**src/rtl/encrypt_sched.sv**
```systemverilog
// encrypt_sched -- two-requester packet scheduler in front of a fixed-latency
// encryption pipeline, with credit-based flow control into a result FIFO.
//
// Two requesters offer 65-bit beats (bit 64 = last-of-packet). A round-robin
// arbiter in IDLE grants one channel, which then owns the pipeline until its
// last beat is accepted, so packets never interleave. Each accepted beat is
// issued one cycle later on compute_resq/clr_data/key. The key is a snapshot
// of the channel key register taken at the packet's first beat.
//
// Pipeline latency: compute_resq counts as the first of the PIPE_LAT cycles,
// so a result arrives on encrypt_data_valid PIPE_LAT-1 cycles after the
// compute_resq cycle. The channel tag rides alongside in a PIPE_LAT-stage
// shift register whose stage 0 is loaded in parallel with compute_resq. A
// result reaches out_valid PIPE_LAT+1 cycles after the beat was accepted.
//
// Credits start at FIFO_DEPTH. Each issue takes one and each FIFO pop returns
// one, so in-flight beats plus FIFO occupancy can never exceed FIFO_DEPTH and
// the FIFO push never needs a full check.
//
// Parameters: PIPE_LAT (pipeline latency), FIFO_DEPTH (power of two, >= 2,
//             >= PIPE_LAT).
// Ports:
//   clk, reset                   clock, synchronous active-high reset
//   in{0,1}_valid/data/ready     requester beat streams
//   key_wr, key_sel, key_wdata   per-channel key register write
//   compute_resq, clr_data, key  issue to the encryption pipeline
//   encrypt_data(_valid)         result from the encryption pipeline
//   out_valid/data/ch/ready      result stream (first-word fall-through)
// Optional build macro ENC_SCHED_STATS_EN adds stat_pkt0, stat_pkt1 and
// stat_stall counters (32-bit, wrapping).

module encrypt_sched #(
  parameter int PIPE_LAT   = 5,
  parameter int FIFO_DEPTH = 8
) (
  input  logic        clk,
  input  logic        reset,
  input  logic        in0_valid,
  input  logic [64:0] in0_data,
  output logic        in0_ready,
  input  logic        in1_valid,
  input  logic [64:0] in1_data,
  output logic        in1_ready,
  input  logic        key_wr,
  input  logic        key_sel,
  input  logic [63:0] key_wdata,
  output logic        compute_resq,
  output logic [64:0] clr_data,
  output logic [63:0] key,
  input  logic [64:0] encrypt_data,
  input  logic        encrypt_data_valid,
  output logic        out_valid,
  output logic [64:0] out_data,
  output logic        out_ch,
  input  logic        out_ready
`ifdef ENC_SCHED_STATS_EN
  ,
  output logic [31:0] stat_pkt0,
  output logic [31:0] stat_pkt1,
  output logic [31:0] stat_stall
`endif
);

  localparam int PTR_W  = $clog2(FIFO_DEPTH);
  localparam int CNT_W  = PTR_W + 1;
  localparam int DISC_W = $clog2(PIPE_LAT + 1);

  typedef enum logic [1:0] {
    IDLE  = 2'd0,
    BUSY0 = 2'd1,
    BUSY1 = 2'd2
  } state_t;

  state_t state_reg, state_next;
  logic   rr_reg, rr_next;          // channel favoured at the next contended grant
  logic   first_reg, first_next;    // next accepted beat is the packet's first
  logic   grant_ch;

  logic [CNT_W-1:0] credit_reg;
  logic             credit_ok;

  // Channel-indexed views of the two requester ports
  logic [1:0]  in_valid;
  logic [1:0]  in_ready;
  logic [64:0] in_data [2];

  logic        cur_ch;
  logic        acc;
  logic [64:0] acc_data;

  logic [63:0] key_regs [2];
  logic [63:0] pkt_key_reg;

  logic        compute_resq_reg;
  logic [64:0] clr_data_reg;
  logic [63:0] key_reg;

  logic [PIPE_LAT-1:0] tag_pipe_reg;
  logic [DISC_W-1:0]   disc_reg;

  logic [65:0]      fifo_mem [FIFO_DEPTH];
  logic [PTR_W:0]   wr_ptr_reg, rd_ptr_reg;
  logic             push, pop;

  assign in_valid[0] = in0_valid;
  assign in_valid[1] = in1_valid;
  assign in_data[0]  = in0_data;
  assign in_data[1]  = in1_data;
  assign in0_ready   = in_ready[0];
  assign in1_ready   = in_ready[1];

  assign cur_ch    = (state_reg == BUSY1);
  assign credit_ok = (credit_reg != '0);

  // Ready comes from registered state; only the credit term is combinational
  assign in_ready[0] = (state_reg == BUSY0) && credit_ok;
  assign in_ready[1] = (state_reg == BUSY1) && credit_ok;

  assign acc      = in_valid[cur_ch] && in_ready[cur_ch];
  assign acc_data = in_data[cur_ch];

  // ---------------------------------------------------------------- FSM
  always_ff @(posedge clk) begin
    if (reset) begin
      state_reg <= IDLE;
      rr_reg    <= 1'b0;
      first_reg <= 1'b0;
    end else begin
      state_reg <= state_next;
      rr_reg    <= rr_next;
      first_reg <= first_next;
    end
  end

  always_comb begin
    state_next = state_reg;
    rr_next    = rr_reg;
    first_next = first_reg;
    grant_ch   = 1'b0;
    case (state_reg)
      IDLE: begin
        // With no credit the grant waits, so the FSM holds in IDLE
        if (credit_ok && (in_valid != 2'b00)) begin
          grant_ch   = (in_valid == 2'b11) ? rr_reg : in_valid[1];
          state_next = grant_ch ? BUSY1 : BUSY0;
          rr_next    = ~grant_ch;
          first_next = 1'b1;
        end
      end
      BUSY0, BUSY1: begin
        if (acc) begin
          first_next = 1'b0;
          if (acc_data[64]) begin
            state_next = IDLE;
          end
        end
      end
      default: state_next = IDLE;
    endcase
  end

  // ---------------------------------------------------------------- keys
  // A write lands at the clock edge, so a snapshot taken on that same edge
  // still sees the previous value.
  genvar gi;
  generate
    for (gi = 0; gi < 2; gi++) begin : g_key
      always_ff @(posedge clk) begin
        if (reset) begin
          key_regs[gi] <= '0;
        end else if (key_wr && (key_sel == 1'(gi))) begin
          key_regs[gi] <= key_wdata;
        end
      end
    end
  endgenerate

  // ---------------------------------------------------------------- issue
  always_ff @(posedge clk) begin
    if (reset) begin
      compute_resq_reg <= 1'b0;
      clr_data_reg     <= '0;
      key_reg          <= '0;
      pkt_key_reg      <= '0;
    end else begin
      compute_resq_reg <= acc;
      if (acc) begin
        clr_data_reg <= acc_data;
        if (first_reg) begin
          key_reg     <= key_regs[cur_ch];
          pkt_key_reg <= key_regs[cur_ch];
        end else begin
          key_reg <= pkt_key_reg;
        end
      end
    end
  end

  assign compute_resq = compute_resq_reg;
  assign clr_data     = clr_data_reg;
  assign key          = key_reg;

  // ---------------------------------------------------------------- tag pipe
  always_ff @(posedge clk) begin
    if (reset) begin
      tag_pipe_reg[0] <= 1'b0;
    end else begin
      tag_pipe_reg[0] <= acc && cur_ch;
    end
  end

  generate
    for (gi = 1; gi < PIPE_LAT; gi++) begin : g_tag
      always_ff @(posedge clk) begin
        if (reset) begin
          tag_pipe_reg[gi] <= 1'b0;
        end else begin
          tag_pipe_reg[gi] <= tag_pipe_reg[gi-1];
        end
      end
    end
  endgenerate

  // Results still in the pipeline when reset hit belong to abandoned issues;
  // they all drain within PIPE_LAT cycles, so ignore the pipeline that long.
  always_ff @(posedge clk) begin
    if (reset) begin
      disc_reg <= DISC_W'(PIPE_LAT);
    end else if (disc_reg != '0) begin
      disc_reg <= disc_reg - DISC_W'(1);
    end
  end

  // ---------------------------------------------------------------- FIFO
  assign push      = encrypt_data_valid && (disc_reg == '0);
  assign out_valid = (wr_ptr_reg != rd_ptr_reg);
  assign pop       = out_valid && out_ready;

  // Small memory with an asynchronous read port: the head must be visible
  // in the same cycle it becomes valid (fall-through).
  always_ff @(posedge clk) begin
    if (push) begin
      fifo_mem[wr_ptr_reg[PTR_W-1:0]] <= {tag_pipe_reg[PIPE_LAT-1], encrypt_data};
    end
  end

  always_ff @(posedge clk) begin
    if (reset) begin
      wr_ptr_reg <= '0;
      rd_ptr_reg <= '0;
    end else begin
      if (push) begin
        wr_ptr_reg <= wr_ptr_reg + (PTR_W+1)'(1);
      end
      if (pop) begin
        rd_ptr_reg <= rd_ptr_reg + (PTR_W+1)'(1);
      end
    end
  end

  assign out_ch   = fifo_mem[rd_ptr_reg[PTR_W-1:0]][65];
  assign out_data = fifo_mem[rd_ptr_reg[PTR_W-1:0]][64:0];

  // ---------------------------------------------------------------- credit
  always_ff @(posedge clk) begin
    if (reset) begin
      credit_reg <= CNT_W'(FIFO_DEPTH);
    end else if (acc && !pop) begin
      credit_reg <= credit_reg - CNT_W'(1);
    end else if (pop && !acc) begin
      credit_reg <= credit_reg + CNT_W'(1);
    end
  end

`ifdef ENC_SCHED_STATS_EN
  // ---------------------------------------------------------------- stats
  logic [31:0] stat_pkt0_reg, stat_pkt1_reg, stat_stall_reg;

  always_ff @(posedge clk) begin
    if (reset) begin
      stat_pkt0_reg  <= '0;
      stat_pkt1_reg  <= '0;
      stat_stall_reg <= '0;
    end else begin
      if (acc && acc_data[64] && !cur_ch) begin
        stat_pkt0_reg <= stat_pkt0_reg + 32'd1;
      end
      if (acc && acc_data[64] && cur_ch) begin
        stat_pkt1_reg <= stat_pkt1_reg + 32'd1;
      end
      if (!credit_ok && (in_valid != 2'b00)) begin
        stat_stall_reg <= stat_stall_reg + 32'd1;
      end
    end
  end

  assign stat_pkt0  = stat_pkt0_reg;
  assign stat_pkt1  = stat_pkt1_reg;
  assign stat_stall = stat_stall_reg;
`endif

endmodule

```
**config.mk**
```make
export PLATFORM = sky130hd
export DESIGN_NAME = encrypt_sched
export DESIGN_NICKNAME = d
export VERILOG_FILES = /design/src/rtl/encrypt_sched.sv
export SDC_FILE = /design/constraint.sdc
export NUM_CORES = 1
export LEC_CHECK = 0
export ABC_CLOCK_PERIOD_IN_PS = 6900
export CORE_ASPECT_RATIO = 0.9
export CORE_MARGIN = 10
export CORE_UTILIZATION = 49
export DETAILED_ROUTE_END_ITERATION = 6
export GPL_ROUTABILITY_DRIVEN = 0
export PLACE_DENSITY = 0.75
export SYNTH_ARGS = -nofsm -noshare
export SYNTH_HDL_FRONTEND = slang
export SYNTH_SLANG_ARGS = --single-unit
```
**constraint.sdc**
```tcl
create_clock -name clk -period 6.9 [get_ports clk]
set_input_delay 1.38 -clock clk [delete_from_list [all_inputs] [get_ports clk]]
set_output_delay 1.38 -clock clk [all_outputs]
set_load 0.05 [all_outputs]
```
# Word-level counts from Yosys, hierarchy flattened

Memories as Yosys holds them, arrays and structs flattened. A register that Yosys moved wholly into a read port is not among the register bits.
Index checks and enable logic that the tools add are counted.

Add/subtract/negate cells: 5
$lt $le $gt $ge: 2
Equality and inequality tests: 7
Multiplexer cells: 32
Bitwise gates (word level): 5
Reduce and logical (&&, ||, !) cells: 25

Operators with widths:

| cell                                                      | number |
|---|---|
| 2-to-1 mux 65 bit                                         | 3 |
| 2-to-1 mux 64 bit                                         | 2 |
| 2-to-1 mux 1 bit                                          | 17 |
| adder 4 x 1 -> 4 bit (second input constant)              | 3 |
| logical AND 1 bit                                         | 11 |
| 2-to-1 mux 2 bit                                          | 4 |
| 2-to-1 mux 4 bit                                          | 2 |
| 2-to-1 mux 3 bit                                          | 2 |
| != test 2 bit (second input constant)                     | 3 |
| AND reduction 3 bit                                       | 2 |
| nonzero test 2 bit                                        | 3 |
| equality test 2 bit (second input constant)               | 2 |
| != test 4 bit                                             | 1 |
| case mux 2 bit (2 select lines)                           | 1 |
| AND reduction 2 bit                                       | 2 |
| nonzero test 4 bit                                        | 1 |
| subtractor 4 x 1 -> 4 bit (second input constant)         | 1 |
| logical NOT 3 bit                                         | 1 |
| nonzero test 3 bit                                        | 1 |
| subtractor 3 x 1 -> 3 bit (second input constant)         | 1 |
| equality test 2 x 1 -> 1 bit (second input constant)      | 1 |
| greater-or-equal comparator 2 bit (second input constant) | 1 |
| logical NOT 1 bit                                         | 2 |
| logical NOT 2 bit                                         | 1 |
| 6 further kinds                                           | 8 |

Bits in registers: 90
Memory bits (writable): 656
Bits of input ports: 267
Output and inout bits: 199
Memories kept: 2

Memory list:

| name     | words | width | read ports | clocked after memory_dff | wr ports | RTL line | text |
|---|---|---|---|---|---|---|---|
| fifo_mem | 8     | 66    | 1          | 1                        | 1        | 101      | `logic [65:0] fifo_mem [FIFO_DEPTH];` |
| key_regs | 2     | 64    | 1          | 1                        | 2        | 91       | `logic [63:0] key_regs [2];` |

# Logic depth before layout (Yosys ltp)

Depth in word-level cells: 9
Mapped depth: 15
Gate-level depth less buffers: 12

# Worst setup path before layout

No wires, ideal clock.

Kind: input to register
From: in encrypt_data_valid
To: mem fifo_mem[0][0] (enable)
Library setup time: 572 ps
Arrival: 6256 ps
Required time: 6328 ps
Setup slack: 72 ps
Cell stages on the path: 3
Buffers on the path: 0
Cell sequence: nand2_1 > or2_2 > nor3_1

Longest elaborated chain between the ends: 3

RTL lines:

| what                                   | RTL line | text |
|---|---|---|
| from (decl)                            | 51       | `input logic encrypt_data_valid,` |
| logical AND 1 bit                      | 235      | `assign push = encrypt_data_valid && (disc_reg == '0);` |
| 2-to-1 mux 1 bit                       | 242      | `if (push) begin` |
| 2-to-1 mux 1 bit (not written as such) | 243      | `fifo_mem[wr_ptr_reg[PTR_W-1:0]] <= {tag_pipe_reg[PIPE_LAT-1], encrypt_data};` |
| to (decl)                              | 101      |  |

Every way passes these cells.

==> impl_metrics.ini <==
[layout]
multi_input_area_um2 = 8571
layout-drive-gt1-share_pct = 19.30
finalNetCount = 2503
largest_reg_flops = 528
area.growth.synth_to_final_pct = 25.27
fill_cells = 4583
layout.core_utilization_pct = 62.17
post_layout_nonfiller_instances = 3142
sequential_cell_area_um2 = 22850

[cts]
cts-resized-gates = 0
clkTransAtPathRegs_ps = 60
post_cts_setup_buffer_count = 0
cts_root_buf = sky130_fd_sc_hd__clkbuf_16
cts_tree = done
cts-buffers-inserted = 79
clk-insertion-delay-late_ps = 610
cts_hold_buf = 0
clock_tree.htree_level_count = 3
cts-root-to-sink-buffers = 3
clkSinkCount = 813

[floorplan]
fp.dieArea_um2 = 75860
std_cell_rows = 88
design.portCount = 466
floorplan_core_area_um2 = 64410
floorplan.initialDensity_pct = 49.63
chipHeight_um = 262.3
chipWidth_um = 289.2

[grt]
overflow = 0
largest_net_degree_at_the_start_of_global_routing = 129
antenna_found_initial = 13
global_route_wire_length_before_repair_mm = 112.6
vias_in_the_first_global_route = 18500
groute.usage.overall_pct = 19.36

[placed_design]
place.detailed.instances = 3000
hpwlAfterDp_mm = 45.95
portBuffers = 465

[yosys]
seq_area_frac_synth_pct = 71.46
synth_top_flop_cell = sky130_fd_sc_hd__edfxtp_1
synth_top_area_cell = sky130_fd_sc_hd__edfxtp_1
synthesis.area_per_instance_um2 = 18.12
number_of_synthesized_flops_with_an_enable_pin = 656
synth.cell_area_um2 = 31960
synthesis.nets = 2041
ys.warnings.count = 0
synthDistinctLibCells = 44
yosys-top-cells-area = sky130_fd_sc_hd__edfxtp_1 (62%), sky130_fd_sc_hd__dfxtp_1 (9.8%), sky130_fd_sc_hd__mux4_2 (9.3%)
ys_seq_elements = 813
post_synth_inst_count = 1764
synth_top_area_share_pct = 61.63
synth_async_sr_flop_share_pct = 0

[timing]
timing_max_transition_violations_final = 0
period_utilisation_layout_pct = 72.75
fin_tns_setup_ps = 0
layout_min_cycle_time_ps = 5020
finalSetupViolCount = 0
max_freq_ghz = 0.1992
setup_repair_after_global_routing_missed_its_margin = no
clock_skews_ps = 18.21
slew_headroom_pct = 28.59
hold_viol = 0
timing_worst_slew_pin_value_ps = 1069

[detailed_routing]
drt_pre_antenna_iters = 5
post_drt_wl_per_cell_um = 23.63
postRouteWirelength_mm = 74.24
remaining_drc_errors = 0
viasPerCell = 5.486
vias = 17240
drt_first_iter_violations = 1091
detail-route-antenna-nets = 0

[worst_setup_path]
r2r_setup_slack_ps = 3670
worstSetupStartpointType = register
cp-end-kind = output pin
cp_max_fo = 48
cp.required_ps = 5520
critPathArrivalTime_ps = 3640
crit_path_max_incr_delay_ps = 960
cp_cell_sequence = buf_12, mux4_2, mux2_2, clkdlybuf4s50_1
cpLargestDelayFamily = buffers and inverters
slowest_library_cell_on_the_worst_path = sky130_fd_sc_hd__dfxtp_4
worst-setup-path-type = register to output pin
worstPathBufferInverterCount = 2

[pwr]
net-switching-power_mw = 3.721
post-layout-total-power_mw = 12.88
max_vdd_drop_mv = 0.2997
p_clk_share_pct = 33.2
cellLeakagePower_nw = 12.70
netSwitchingFraction_pct = 28.88
powerDensity_nw_per_um2 = 321.7
power.share.combinational_pct = 22.0
internal_power_mw = 9.162
sequential_group_share_of_total_power_pct = 44.9

[flow_run]
drv_cap = 0

[worst_hold_path]
hp-class = register to register

[run_status]
status = finished, final reports clean
## worst paths after layout
kind / startpoint / to / cells past startpoint
worst max-delay path: register / out_data[34] / 4
worst min-delay path: tag_pipe_reg[3] / tag_pipe_reg[4] / 1
worst max register to register: disc_reg[0] / fifo_mem[0][20] / 8
worst min register to register: tag_pipe_reg[3] / tag_pipe_reg[4] / 1
## worst register-to-register path: cells and delay by family, from the launching register on
family / cells / cell delay [ps]
adder cells (fa/ha/maj): 1 / 200
flip-flops: 1 / 300
AND/OR/NAND/NOR: 4 / 1080
buffers and inverters: 3 / 1250
## power by group through the flow
stage	sequential, mW	combinational [mW]	clock, mW
floorplan	6.55	1.25	0
global placement	5.87	2.80	0
detailed placement	5.88	2.85	0
CTS	5.78	2.87	4.36
global route	5.81	3.01	4.56
finish	5.78	2.83	4.27
## layout make-up
class	instances	area share, %
diodes	2	0.01250
clock buffers	102	5.362
clock inverters	38	1.037
inverters	12	0.1187
multi-input cells	828	21.40
flip-flops and latches	813	57.07
well taps	855	2.672
repair buffers	492	12.32
## stage by stage
step	hold slack (ps)	area (µm²)	setup slack [ps]
global route	476.1	40040	1555
global placement	425.1	37470	2366
finish	443.3	40040	1880
CTS	448.5	40040	1671
floorplan	413.8	31960	72.14
detailed placement	440.4	37470	2334
## synth_stat cells (2+ instances only)
master / count
sky130_fd_sc_hd__and2_1: 129
sky130_fd_sc_hd__buf_1: 11
sky130_fd_sc_hd__ha_1: 10
sky130_fd_sc_hd__nand4b_1: 2
sky130_fd_sc_hd__mux4_2: 132
sky130_fd_sc_hd__a211oi_2: 82
sky130_fd_sc_hd__edfxtp_1: 656
sky130_fd_sc_hd__nor2b_1: 11
sky130_fd_sc_hd__xor2_1: 5
sky130_fd_sc_hd__inv_1: 11
sky130_fd_sc_hd__nand2b_1: 5
sky130_fd_sc_hd__buf_2: 36
sky130_fd_sc_hd__o21ai_0: 4
sky130_fd_sc_hd__nand3_1: 5
sky130_fd_sc_hd__a21oi_1: 12
sky130_fd_sc_hd__mux2i_1: 131
sky130_fd_sc_hd__buf_6: 17
sky130_fd_sc_hd__clkbuf_1: 45
sky130_fd_sc_hd__mux2_2: 66
sky130_fd_sc_hd__or3_1: 4
sky130_fd_sc_hd__dfxtp_1: 157
sky130_fd_sc_hd__xnor2_1: 6
sky130_fd_sc_hd__buf_4: 2
sky130_fd_sc_hd__nor2_1: 146
sky130_fd_sc_hd__a211oi_1: 49
sky130_fd_sc_hd__nor3_1: 4
sky130_fd_sc_hd__a21o_1: 2
sky130_fd_sc_hd__nor3b_2: 2
sky130_fd_sc_hd__o32ai_1: 2
sky130_fd_sc_hd__nand2_1: 6
## layer usage
| layer | track usage [%] | vias up | share of wire (%) |
|---|---|---|---|
| li1 | - | 7814 | - |
| met1 | 24.18 | 8786 | 39 |
| met2 | 32.26 | 506 | 50 |
| met3 | 6.503 | 110 | 8.8 |
| met4 | 4.245 | 20 | 1.9 |
| met5 | 0 | - | 0.16 |
## layout by cell type, fill, tap and decap left out, drive strengths merged, types with 5 or more instances in the layout
| master | n |
|---|---|
| edfxtp | 656 |
| clkdlybuf4s50 | 464 |
| dfxtp | 157 |
| nor2 | 146 |
| mux4 | 132 |
| mux2i | 131 |
| a211oi | 131 |
| and2 | 129 |
| clkbuf | 102 |
| mux2 | 66 |
| buf | 28 |
| clkinv | 24 |
| inv | 16 |
| a21oi | 12 |
| nor2b | 11 |
| ha | 10 |
| bufinv | 8 |
| xnor2 | 6 |
| nand2 | 6 |
| xor2 | 5 |
| nand3 | 5 |
| nand2b | 5 |
## cell families (layout without fill, tap and decap cells)
group	count (synthesis)	count (layout)	synth area share, %
xor gates and xnor gates	11	11	0.3014
adders and majority gates	10	10	0.3914
DFF	813	813	71.46
buffers and inverters	123	644	2.008
other	0	2	0
and+or+nand+nor	319	319	5.167
muxes	329	329	15.73
AOI/OAI and AO/OA	159	159	4.944
(Power assumes the default switching activity.)
